===== src/rtl/jtag_xfer_ctrl.sv =====
// DP/AP transfer sequencer in front of the JTAG pin engine: caches the selected IR,
// retries WAIT, flushes posted AP reads through RDBUFF and sequences TAP abort.
module jtag_xfer_ctrl #(
  parameter int unsigned RETRY_MAX   = 16,
  parameter logic [1:0]  RDBUFF_ADDR = 2'b11
) (
  input  logic        clk,
  input  logic        rst,
  input  logic        req_valid,
  output logic        req_ready,
  input  logic        req_abort,
  input  logic        req_rnw,
  input  logic        req_apndp,
  input  logic [1:0]  req_addr32,
  input  logic [31:0] req_wdata,
  output logic        resp_valid,
  output logic [2:0]  resp_ack,
  output logic [31:0] resp_rdata,
  output logic [1:0]  jtag_cmd,
  output logic [1:0]  jtag_addr32,
  output logic        jtag_rnw,
  output logic        jtag_apndp,
  output logic [31:0] jtag_dwrite,
  output logic        jtag_go,
  input  logic        jtag_idle,
  input  logic [2:0]  jtag_ack,
  input  logic [31:0] jtag_dread
);

  localparam int unsigned RW = $clog2(RETRY_MAX + 2);

  localparam logic [1:0] CMD_IR    = 2'd0;
  localparam logic [1:0] CMD_TFR   = 2'd1;
  localparam logic [1:0] CMD_ABORT = 2'd2;

  localparam logic [2:0] E_OK    = 3'b010;
  localparam logic [2:0] E_WAIT  = 3'b001;
  localparam logic [2:0] E_FAULT = 3'b100;

  localparam logic [2:0] ACK_OK   = 3'b001;
  localparam logic [2:0] ACK_WAIT = 3'b010;
  localparam logic [2:0] ACK_PERR = 3'b111;

  typedef enum logic [2:0] {S_IDLE, S_LAUNCH, S_BUSY, S_EVAL, S_RESP} state_t;
  typedef enum logic [1:0] {K_SETIR, K_XFER, K_RDBUFF, K_ABORT} kind_t;
  typedef enum logic [1:0] {IR_DP, IR_AP, IR_UNK} ir_t;

  state_t        state, state_d;
  kind_t         kind, kind_d;
  ir_t           ir, ir_d;
  logic [RW-1:0] retry, retry_d;

  logic        lat_rnw, lat_apndp;
  logic [1:0]  lat_addr32;
  logic [31:0] lat_wdata;

  logic        accept, launch, respond;
  logic [2:0]  ack_d;
  logic [31:0] rdata_d;
  logic [1:0]  go_cmd, go_addr32;
  logic        go_rnw, go_apndp;
  logic [31:0] go_dwrite;

  assign resp_valid = (state == S_RESP);

  always_comb begin
    state_d = state;
    kind_d  = kind;
    ir_d    = ir;
    retry_d = retry;
    accept  = 1'b0;
    launch  = 1'b0;
    respond = 1'b0;
    ack_d   = resp_ack;
    rdata_d = resp_rdata;
    unique case (state)
      S_IDLE: begin
        if (req_ready) begin
          if (req_abort) begin
            kind_d = K_ABORT;
            launch = 1'b1;
          end else if (req_valid) begin
            accept  = 1'b1;
            retry_d = '0;
            kind_d  = (ir == (req_apndp ? IR_AP : IR_DP)) ? K_XFER : K_SETIR;
            launch  = 1'b1;
          end
        end
      end
      S_LAUNCH: if (!jtag_idle) state_d = S_BUSY;
      S_BUSY:   if (jtag_idle)  state_d = S_EVAL;
      S_EVAL: begin
        unique case (kind)
          K_SETIR: begin
            // An IR that differs from the request's port can only be the DPACC switch for RDBUFF
            ir_d   = jtag_apndp ? IR_AP : IR_DP;
            kind_d = (jtag_apndp == lat_apndp) ? K_XFER : K_RDBUFF;
            launch = 1'b1;
          end
          K_ABORT: begin
            ir_d    = IR_UNK;
            retry_d = '0;
            respond = 1'b1;
            ack_d   = ACK_OK;
            rdata_d = '0;
          end
          default: begin
            if (jtag_ack == E_WAIT) begin
              if (retry < RW'(RETRY_MAX)) begin
                retry_d = retry + RW'(1);
                launch  = 1'b1;
              end else begin
                respond = 1'b1;
                ack_d   = ACK_WAIT;
                rdata_d = '0;
              end
            end else if (jtag_ack == E_OK) begin
              retry_d = '0;
              if (kind == K_XFER && lat_rnw && lat_apndp) begin
                kind_d = K_SETIR;
                launch = 1'b1;
              end else begin
                respond = 1'b1;
                ack_d   = ACK_OK;
                rdata_d = lat_rnw ? jtag_dread : '0;
              end
            end else if (jtag_ack == E_FAULT) begin
              respond = 1'b1;
              ack_d   = E_FAULT;
              rdata_d = '0;
            end else begin
              respond = 1'b1;
              ack_d   = ACK_PERR;
              rdata_d = '0;
              ir_d    = IR_UNK;
            end
          end
        endcase
      end
      S_RESP:  state_d = S_IDLE;
      default: state_d = S_IDLE;
    endcase
    if (launch)  state_d = S_LAUNCH;
    if (respond) state_d = S_RESP;
  end

  always_comb begin
    go_cmd    = CMD_IR;
    go_apndp  = 1'b0;
    go_rnw    = 1'b0;
    go_addr32 = '0;
    go_dwrite = '0;
    unique case (kind_d)
      K_SETIR:  go_apndp = accept ? req_apndp : 1'b0;
      K_XFER: begin
        go_cmd    = CMD_TFR;
        go_apndp  = accept ? req_apndp  : lat_apndp;
        go_rnw    = accept ? req_rnw    : lat_rnw;
        go_addr32 = accept ? req_addr32 : lat_addr32;
        go_dwrite = accept ? req_wdata  : lat_wdata;
      end
      K_RDBUFF: begin
        go_cmd    = CMD_TFR;
        go_rnw    = 1'b1;
        go_addr32 = RDBUFF_ADDR;
      end
      default:  go_cmd = CMD_ABORT;
    endcase
  end

  always_ff @(posedge clk or negedge rst) begin
    if (!rst) begin
      state       <= S_IDLE;
      kind        <= K_XFER;
      ir          <= IR_UNK;
      retry       <= '0;
      req_ready   <= 1'b0;
      lat_rnw     <= 1'b0;
      lat_apndp   <= 1'b0;
      lat_addr32  <= '0;
      lat_wdata   <= '0;
      resp_ack    <= '0;
      resp_rdata  <= '0;
      jtag_cmd    <= '0;
      jtag_addr32 <= '0;
      jtag_rnw    <= 1'b0;
      jtag_apndp  <= 1'b0;
      jtag_dwrite <= '0;
      jtag_go     <= 1'b0;
    end else begin
      state      <= state_d;
      kind       <= kind_d;
      ir         <= ir_d;
      retry      <= retry_d;
      req_ready  <= (state_d == S_IDLE);
      resp_ack   <= ack_d;
      resp_rdata <= rdata_d;
      if (accept) begin
        lat_rnw    <= req_rnw;
        lat_apndp  <= req_apndp;
        lat_addr32 <= req_addr32;
        lat_wdata  <= req_wdata;
      end
      if (launch) begin
        jtag_cmd    <= go_cmd;
        jtag_addr32 <= go_addr32;
        jtag_rnw    <= go_rnw;
        jtag_apndp  <= go_apndp;
        jtag_dwrite <= go_dwrite;
        jtag_go     <= 1'b1;
      end else if (state == S_LAUNCH && !jtag_idle) begin
        jtag_go <= 1'b0;
      end
    end
  end

endmodule


===== config.mk =====
export PLATFORM = sky130hd
export DESIGN_NAME = jtag_xfer_ctrl
export DESIGN_NICKNAME = d
export VERILOG_FILES = /design/src/rtl/jtag_xfer_ctrl.sv
export SDC_FILE = /design/constraint.sdc
export NUM_CORES = 1
export LEC_CHECK = 0
export CORE_MARGIN = 2
export CORE_UTILIZATION = 47
export CTS_CLUSTER_SIZE = 14
export DETAILED_ROUTE_END_ITERATION = 8
export PLACE_DENSITY = 0.77
export SLEW_MARGIN = 25
export SYNTH_ARGS = -nofsm -noshare
export SYNTH_HDL_FRONTEND = slang
export SYNTH_SLANG_ARGS = --single-unit

===== constraint.sdc =====
create_clock -name clk -period 6.6 [get_ports clk]
set_input_delay 0.66 -clock clk [delete_from_list [all_inputs] [get_ports clk]]
set_output_delay 0.66 -clock clk [all_outputs]
set_load 0.01 [all_outputs]

=== Word level (Yosys, flattened, before mapping) ===
Cells that the tools add are included.

* Flip-flop bits (word level): 123
* Output and inout port bits: 76
* Logic and storage cells: 130

* $add $sub $neg: 1
* Magnitude comparators: 1
* Equality and inequality tests: 24
* Muxes and demuxes: 71
* Bitwise operators: 1
* Reductions and logical operators: 15

{| class="wikitable"
|+ Operators by type and width
! kind !! number
|-
| two-way mux 32 bit || 7
|-
| one-hot mux 32 bit (2 select lines) || 1
|-
| two-way mux 5 bit || 6
|-
| two-way mux 2 bit || 12
|-
| two-way mux 3 bit || 8
|-
| two-way mux 1 bit || 23
|-
| one-hot mux 2 bit (2 select lines) || 5
|-
| one-hot mux 5 bit (2 select lines) || 2
|-
| one-hot mux 1 bit (2 select lines) || 5
|-
| equality test 3 x 2 -> 1 bit, second input constant || 3
|-
| != test 3 x 1 -> 1 bit, second input constant || 3
|-
| one-hot mux 3 bit (3 select lines) || 1
|-
| != test 2 bit, second input constant || 4
|-
| != test 4 bit, second input constant || 2
|-
| AND reduction 4 bit || 2
|-
| AND reduction 7 bit || 1
|-
| equality test 3 x 1 -> 1 bit, second input constant || 2
|-
| equality test 3 bit, second input constant || 2
|-
| zero test 3 bit || 2
|-
| one-hot mux 3 bit (2 select lines) || 1
|-
| adder 5 x 1 -> 5 bit, second input constant || 1
|-
| < comparator 5 bit, second input constant || 1
|-
| equality test 2 x 1 -> 1 bit, second input constant || 2
|-
| equality test 2 bit, second input constant || 2
|-
| 10 further kinds || 15
|}

=== Logic depth before layout (Yosys ltp) ===
Gate-level depths: netlist of the first run.

* Word-level depth: 11
* Mapped depth: 10
* Depth with buffers taken out: 7

=== Worst setup path after synthesis of the first run ===
Ideal clock, no wire load.

* Path kind: input-to-reg
* From: input port jtag_ack[2]
* To: register jtag_apndp
* Setup time: 126 ps
* Arrival time: 2,219 ps
* Required time: 6,474 ps
* Path slack: 4,255 ps
* Stages: 8
* Path buffers: 3
* Path through: buf_2 > and4bb_1 > nand4_1 > a32o_2 > buf_6 > and4_4 > buf_6 > a221o_1

* Word-level cells in the longest chain between the ends: 7
* Elaborated cells between the ends (all ways): 13
* Those cells by class: eq/ne (3); mux (9); reduce/logical (1)

{| class="wikitable"
|+ RTL lines
! what !! RTL line !! RTL
|-
| from (decl) || 26 || <nowiki>input logic [2:0] jtag_ack,</nowiki>
|-
| equality test 3 x 2 -> 1 bit || 117 || <nowiki>end else if (jtag_ack == E_OK) begin</nowiki>
|-
| two-way mux 2 bit || 117 ||
|-
| two-way mux 2 bit * || 108 || <nowiki>if (jtag_ack == E_WAIT) begin</nowiki>
|-
| one-hot mux 2 bit (2 select lines) * || 93 || <nowiki>unique case (kind)</nowiki>
|-
| one-hot mux 2 bit (2 select lines) * || 76 || <nowiki>unique case (state)</nowiki>
|-
| named net kind_d[0] || 49 || <nowiki>kind_t kind, kind_d;</nowiki>
|-
| equality test 2 x 1 -> 1 bit or zero test 2 bit (tied branches) || 153 || <nowiki>unique case (kind_d)</nowiki>
|-
| one-hot mux 1 bit (2 select lines) * || 153 ||
|-
| to (signal assigned) || 208 || <nowiki>jtag_apndp <= go_apndp;</nowiki>
|-
| to (decl) || 22 || <nowiki>output logic jtag_apndp,</nowiki>
|}

Mark *: on every way through the listed nets, which the timed path passes. The rest lies on a longest branch.
A chain may end at the register's enable or synchronous reset.

=== Worst setup path after layout of the first run ===
* From: input port jtag_ack[0]
* To: register jtag_dwrite[24]

* Word-level cells in the longest chain between the ends: 7
* Elaborated cells between the ends (all ways): 12
* Those cells by class: eq/ne (3); mux (9)

{| class="wikitable"
|+ RTL lines
! what !! RTL line !! RTL
|-
| equality test 3 x 2 -> 1 bit || 117 ||
|-
| two-way mux 2 bit || 117 ||
|-
| two-way mux 2 bit || 108 ||
|-
| one-hot mux 2 bit (2 select lines) || 93 ||
|-
| one-hot mux 2 bit (2 select lines) || 76 ||
|-
| equality test 2 x 1 -> 1 bit || 153 ||
|-
| two-way mux 32 bit || 153 ||
|-
| to (signal assigned) || 209 || <nowiki>jtag_dwrite <= go_dwrite;</nowiki>
|-
| to (decl) || 23 || <nowiki>output logic [31:0] jtag_dwrite,</nowiki>
|}

Several ways; a longest one is shown, not always the timed one.

==> results.cfg, run 1 <==
[yosys]
synth_async_sr_flop_share = 1.00
synth_top_cell_by_area = dfrtp_1
synth-seq-area-share = 0.596
synth-edff-count = 0
synth_common_cells = nand2_1, dfrtp_1, o21ai_0, a22o_1, clkbuf_1
ys_top_cells_by_area = dfrtp_1, nand2_1, a22o_1, o21ai_0, clkbuf_1
syn_inst = 511
synth_nets = 591
syn_area_per_cell_sq_um = 10.1
synth_top_cell_area_share = 0.586
synth_cell_type_count = 56
netlist_area_sq_um = 5170
yosysWarnings = 0
synth-main-ff-cell = dfrtp_1
ys_ff_latch = 123
synth.most_common_cell = nand2_1

[clocking]
root_buffer = clkbuf_8
cts_resized = 0
cts_hold_buf = 0
insertion_delay_ps = 500
clockBufferDepth = 2
post-cts-setup-buffer-count = 0
numCtsBuffers = 17
clk_pin_slew_ps = 60
clock-sinks = 123
cts_tree = yes
htreeDepth = 4

[routing]
routed-via-count = 4183
vias_per_cell = 5.21
drt_pass1_iterations = 4
dr_wl_met2_mm = 5.86
top_layer = met4
route.met3.wl_mm = 1.11
routedLengthMet1_mm = 5.49
routed_wl_mm = 12.5
postRouteAntennaNets = 0
drc_errors = 0
wire_per_inst_microns = 15.6
drt_iter0_drc = 243

[global_routing]
grtUsageTotal = 0.219
antenna_found_initial = 0
grt_pass1_wl_mm = 20.1
first_global_vias = 4160
gr-total-overflow = 0
grt_max_degree = 71

[power_and_ir_drop]
internal-power_mw = 2.24
power.leakage_nw = 3.30
p_per_area_nw_per_um2 = 456
power_mw = 3.35
combinationalPowerShare = 0.345
p_clk_frac = 0.296
p_switching_mw = 1.11
seqPwrFrac = 0.359
swShare = 0.330
ir_worst_vdd_v = 0.000220

[setup_path]
cp.arrival_ps = 3280
crit_chain = clkdlybuf4s50_1 > nor4b_1 > a311o_1 > a21o_1 > and4_4 > a22o_1
cp-end-kind = register
critPathKind = in -> reg
slowest_stage = clkdlybuf4s50_1
start_kind = primary input
critPathRequiredTime_ps = 7030
slowest_delay_ps = 630
worst-path-max-fanout = 33

[sta]
layout_min_cycle_time_ps = 2850
period_share = 0.431
slew_viol_final = 0
rsz0062_at_grt = no
hold_viol = 0
finalSetupTns_ps = 0
whs_ps = 231
skew_ps = 9.57
worst_pin_slew_ps = 993
slew_headroom = 0.337
fmax_mhz = 351
setup_viol = 0

[finish]
finalNetCount = 730
area_growth_syn_to_layout_pct = 42.1
finalNonFillerCells = 803
layout-drive-gt1-share = 0.0739
diodes = 0

[floorplanning]
die_w_microns = 109
ios = 152
fp.dieH_microns = 109
start_util = 0.479
rows = 38
die_area_sq_um = 11800
core_area_sq_um = 10800

[placed_design]
numPortBuffers = 151
dp_hpwl_mm = 8.41
gp_congestion = 0.799
dpl.cell_count = 771

[job]
maxCapViolations = 0

[hold_path]
holdCritPathClass = in -> async

[run_status]
status = complete, no violations
[state kept, by name (all words and copies together) (netlist names), 3 cells and up]
signal	cells
resp_rdata	32
retry	5
lat_wdata	32
resp_ack	3
state	3
jtag_dwrite	32
[area by class of cell]
class,count,area [sq um]
clock buffer,19,422
fill,835,3450
multi-input combinational,346,1880
inverter,7,26.3
timing repair buffer,155,1540
clock inverter,13,215
tap,140,175
sequential,123,3080
[stage by stage]
| stage | utilization | area [sq um] | setup WS (ps) |
|---|---|---|---|
| after floorplan | - | 5170 | 4260 |
| final | 0.680 | 7340 | 3750 |
| after detailed placement | 0.621 | 6700 | 3300 |
| after global routing | 0.680 | 7340 | 3550 |
| after CTS | 0.680 | 7340 | 3750 |
| after global placement | 0.621 | 6700 | 3470 |
[critical path, delay by kind of cell]
kind / cells / cell delay [ps]
buffers and inverters: 1 / 630
AOI/OAI and AO/OA: 3 / 860
and+or+nand+nor: 2 / 1090
[power groups by stage]
stage	Clock [mW]	Sequential [mW]	Combinational, mW
3_3_place_gp	0	1.20	1.12
5_1_grt	1.04	1.23	1.28
6_report	0.990	1.20	1.16
2_1_floorplan	0	1.22	0.661
4_1_cts	1.00	1.20	1.17
3_5_place_dp	0	1.20	1.16
[final timing paths]
check | from | to | slack, ps | cells past startpoint
max | jtag_ack[0] | jtag_dwrite[24]$_DFFE_PN0N_ | 3750 | 6
min | rst | resp_rdata[15]$_DFFE_PN0P_ | 230 | 1
max reg2reg | kind[0]$_DFF_PN1_ | jtag_dwrite[24]$_DFFE_PN0N_ | 3920 | 7
min reg2reg | lat_wdata[25]$_DFF_PN0_ | lat_wdata[25]$_DFF_PN0_ | 470 | 2
max in group asynchronous | rst | resp_rdata[6]$_DFFE_PN0P_ | 5120 | 2
min in group clk | lat_wdata[25]$_DFF_PN0_ | lat_wdata[25]$_DFF_PN0_ | 470 | 2
[kinds of logic (layout without fill, tap and decap cells)]
group / after synthesis / after routing / share of synthesized area
mux: 3 / 3 / 0.00654
simple gates: 226 / 226 / 0.189
flops: 123 / 123 / 0.596
fa+ha+maj: 4 / 4 / 0.00969
compound gates: 108 / 108 / 0.146
buf+inv: 42 / 194 / 0.0445
xor+xnor: 5 / 5 / 0.00848
[routing by layer]
metal,vias to the layer above,global-route usage
met2,151,0.351
met1,2011,0.287
met3,12,0.0681
met5,-,0
met4,0,0.0650
li1,2009,-
[cells in the final DEF (no fill, tap or decap), types with 3 or more instances in the layout]
cell type,count
a21oi_1,7
a22o_1,33
a31oi_1,5
buf_4,5
bufinv_16,5
clkbuf_16,16
clkdlybuf4s50_1,150
clkinv_4,4
dfrtp_1,121
ha_1,4
inv_1,7
mux2_2,3
nand2_1,177
nand3_1,3
nand4_1,4
nor2_1,19
nor2b_1,3
o21ai_0,39
o31ai_1,5
xnor2_1,3
Note: power is estimated with default switching activity, not from simulation.
==> run 2, diff against run 1 <==
- CORE_UTILIZATION: 47 -> 43
- PLACE_DENSITY: 0.77 -> 0.74
- clock period: 6.6 -> 2.4 ns (I/O delays scaled with it)
==> run 2 against run 1 <==
Worst setup slack worse by 3700 ps. Largest cell class unchanged. Highest routed layer unchanged. Design area is 2.3% higher. Sequential cell count stayed put. Hold slack better by 110 ps. Core utilization is 4.7 points lower. Sequential power grew to 2.8 times the previous value.
==> results.cfg, run 2 (same netlist as run 1, synthesis figures left out) <==
[clocking]
cts_tree = yes
numCtsBuffers = 17
insertion_delay_ps = 400
htreeDepth = 4
clock-sinks = 123
post-cts-setup-buffer-count = 0
root_buffer = clkbuf_16
clk_pin_slew_ps = 60
clockBufferDepth = 2

[floorplanning]
core_area_sq_um = 11900
die_w_microns = 114
ios = 152
rows = 40
start_util = 0.436
die_area_sq_um = 12900
fp.dieH_microns = 114

[finish]
final_common_cell = nand2_1
finalNetCount = 748
fill_cells = 940
area_growth_syn_to_layout_pct = 45.3
multi_input_area_sq_um = 1880
seq_area_sq_um = 3080
layout-drive-gt1-share = 0.100
diodes = 0
reg.largest.list = jtag_dwrite: 32 flops, lat_wdata: 32 flops, resp_rdata: 32 flops
stdcell_area_sq_um = 7510
final_cell_mix = nand2_1, clkdlybuf4s50_1, dfrtp_1
final_core_util = 0.633

[placed_design]
gp_congestion = 0.876
placedInstanceArea_sq_um = 6880
numPortBuffers = 151
dp_hpwl_mm = 8.95

[setup_path]
critPathKind = reg -> reg
cp.arrival_ps = 2580
slowest_delay_ps = 560
ff2ff_setup_slack_ps = 100
critPathRequiredTime_ps = 2680
path_common_cell = inv_1
r2r_cells = 8
r2r_end = jtag_apndp$_DFFE_PN0N_
crit_chain = inv_1 > ha_4 > inv_1 > a311o_1 > a21o_1 > and4_4 > buf_12 > a221o_1
start_kind = register
cp-end-kind = register
slowest_stage = dfstp_2
worst-path-max-fanout = 16
reg2reg_from = kind[0]$_DFF_PN1_

[global_routing]
grt_use_met2 = 0.322
grt_busiest_layer = met2
first_global_vias = 4293
gr-total-overflow = 0
grtUsageMet1 = 0.276
grtUsageTotal = 0.204
gr-usage-met3 = 0.0622
grt_pass1_wl_mm = 20.9
antenna_found_initial = 0
grt_max_degree = 71

[routing]
vias_per_cell = 5.14
drt_iter0_drc = 288
drt_pass1_iterations = 5
routed_wl_mm = 13.0
postRouteAntennaNets = 0
wire_per_inst_microns = 15.7
drc_errors = 0
routed-via-count = 4254

[sta]
finalSetupTns_ps = 0
slew_headroom = 0.631
hold_viol = 0
layout_min_cycle_time_ps = 2300
setup_viol = 0
worst_pin_slew_ps = 548
period_share = 0.959
skew_ps = 11.0
rsz0062_at_grt = no
fmax_mhz = 435
slew_viol_final = 0

[power_and_ir_drop]
ir_worst_vdd_v = 0.000725
p_per_area_nw_per_um2 = 1240
power.leakage_nw = 3.39

[job]
maxCapViolations = 0

[hold_path]
holdCritPathClass = in -> async

[run_status]
status = complete, no violations
==> run 2: layout make-up <==
type / count / share of cell area
multi-input combinational: 346 / 0.251
clock inverter: 13 / 0.0223
timing repair buffer: 173 / 0.230
tap: 147 / 0.0245
inverter: 7 / 0.00350
sequential: 123 / 0.410
clock buffer: 18 / 0.0585
==> run 2: layer usage <==
layer  vias to the layer above  share of wire
li1                       2049              -
met1                      2028           0.45
met5                         -              0
met3                         8          0.081
met4                         0         0.0070
met2                       169           0.46
==> run 2: metrics by stage <==
stage / std cells / power, mW / setup WS [ps] / hold WS, ps
5_1_grt: 827 / 9.88 / 22.4 / 374
3_5_place_dp: 795 / 6.67 / 10.7 / 209
4_1_cts: 827 / 9.34 / 13.2 / 341
6_report: 827 / 9.31 / 99.2 / 338
2_1_floorplan: 511 / 5.17 / 107 / -55.6
3_3_place_gp: 795 / 6.55 / 51.0 / 207
==> run 2: power breakdown <==
part / total, mW / switching [mW] / internal (mW)
Combinational: 3.40 / 1.70 / 1.70
Clock: 2.60 / 0.938 / 1.66
Sequential: 3.31 / 0.477 / 2.83
Total: 9.31 / 3.12 / 6.19
==> run 2: worst max path at each step <==
stage | cells past startpoint | endpoint | slack [ps] | from
floorplan | 9 | jtag_dwrite[10]$_DFFE_PN0N_ | 110 | kind[0]$_DFF_PN1_
global placement | 7 | jtag_apndp$_DFFE_PN0N_ | 50 | jtag_ack[2]
detailed placement | 7 | jtag_apndp$_DFFE_PN0N_ | 10 | jtag_ack[2]
CTS | 8 | jtag_apndp$_DFFE_PN0N_ | 10 | kind[0]$_DFF_PN1_
global route | 8 | jtag_apndp$_DFFE_PN0N_ | 20 | kind[0]$_DFF_PN1_
finish | 8 | jtag_apndp$_DFFE_PN0N_ | 100 | kind[0]$_DFF_PN1_
==> run 2: critical path, delay by kind of cell (launching register included) <==
| family | cells | cell delay (ps) |
|---|---|---|
| fa+ha+maj | 1 | 310 |
| simple gates | 1 | 170 |
| buf+inv | 3 | 330 |
| compound gates | 3 | 830 |
| flops | 1 | 560 |
==> run 2: what timing repair did <==
action,CTS,global route
endpoints found under the setup margin,0,11
endpoints found under the hold margin,29,0
resized for setup,0,2
hold buffers,1,0
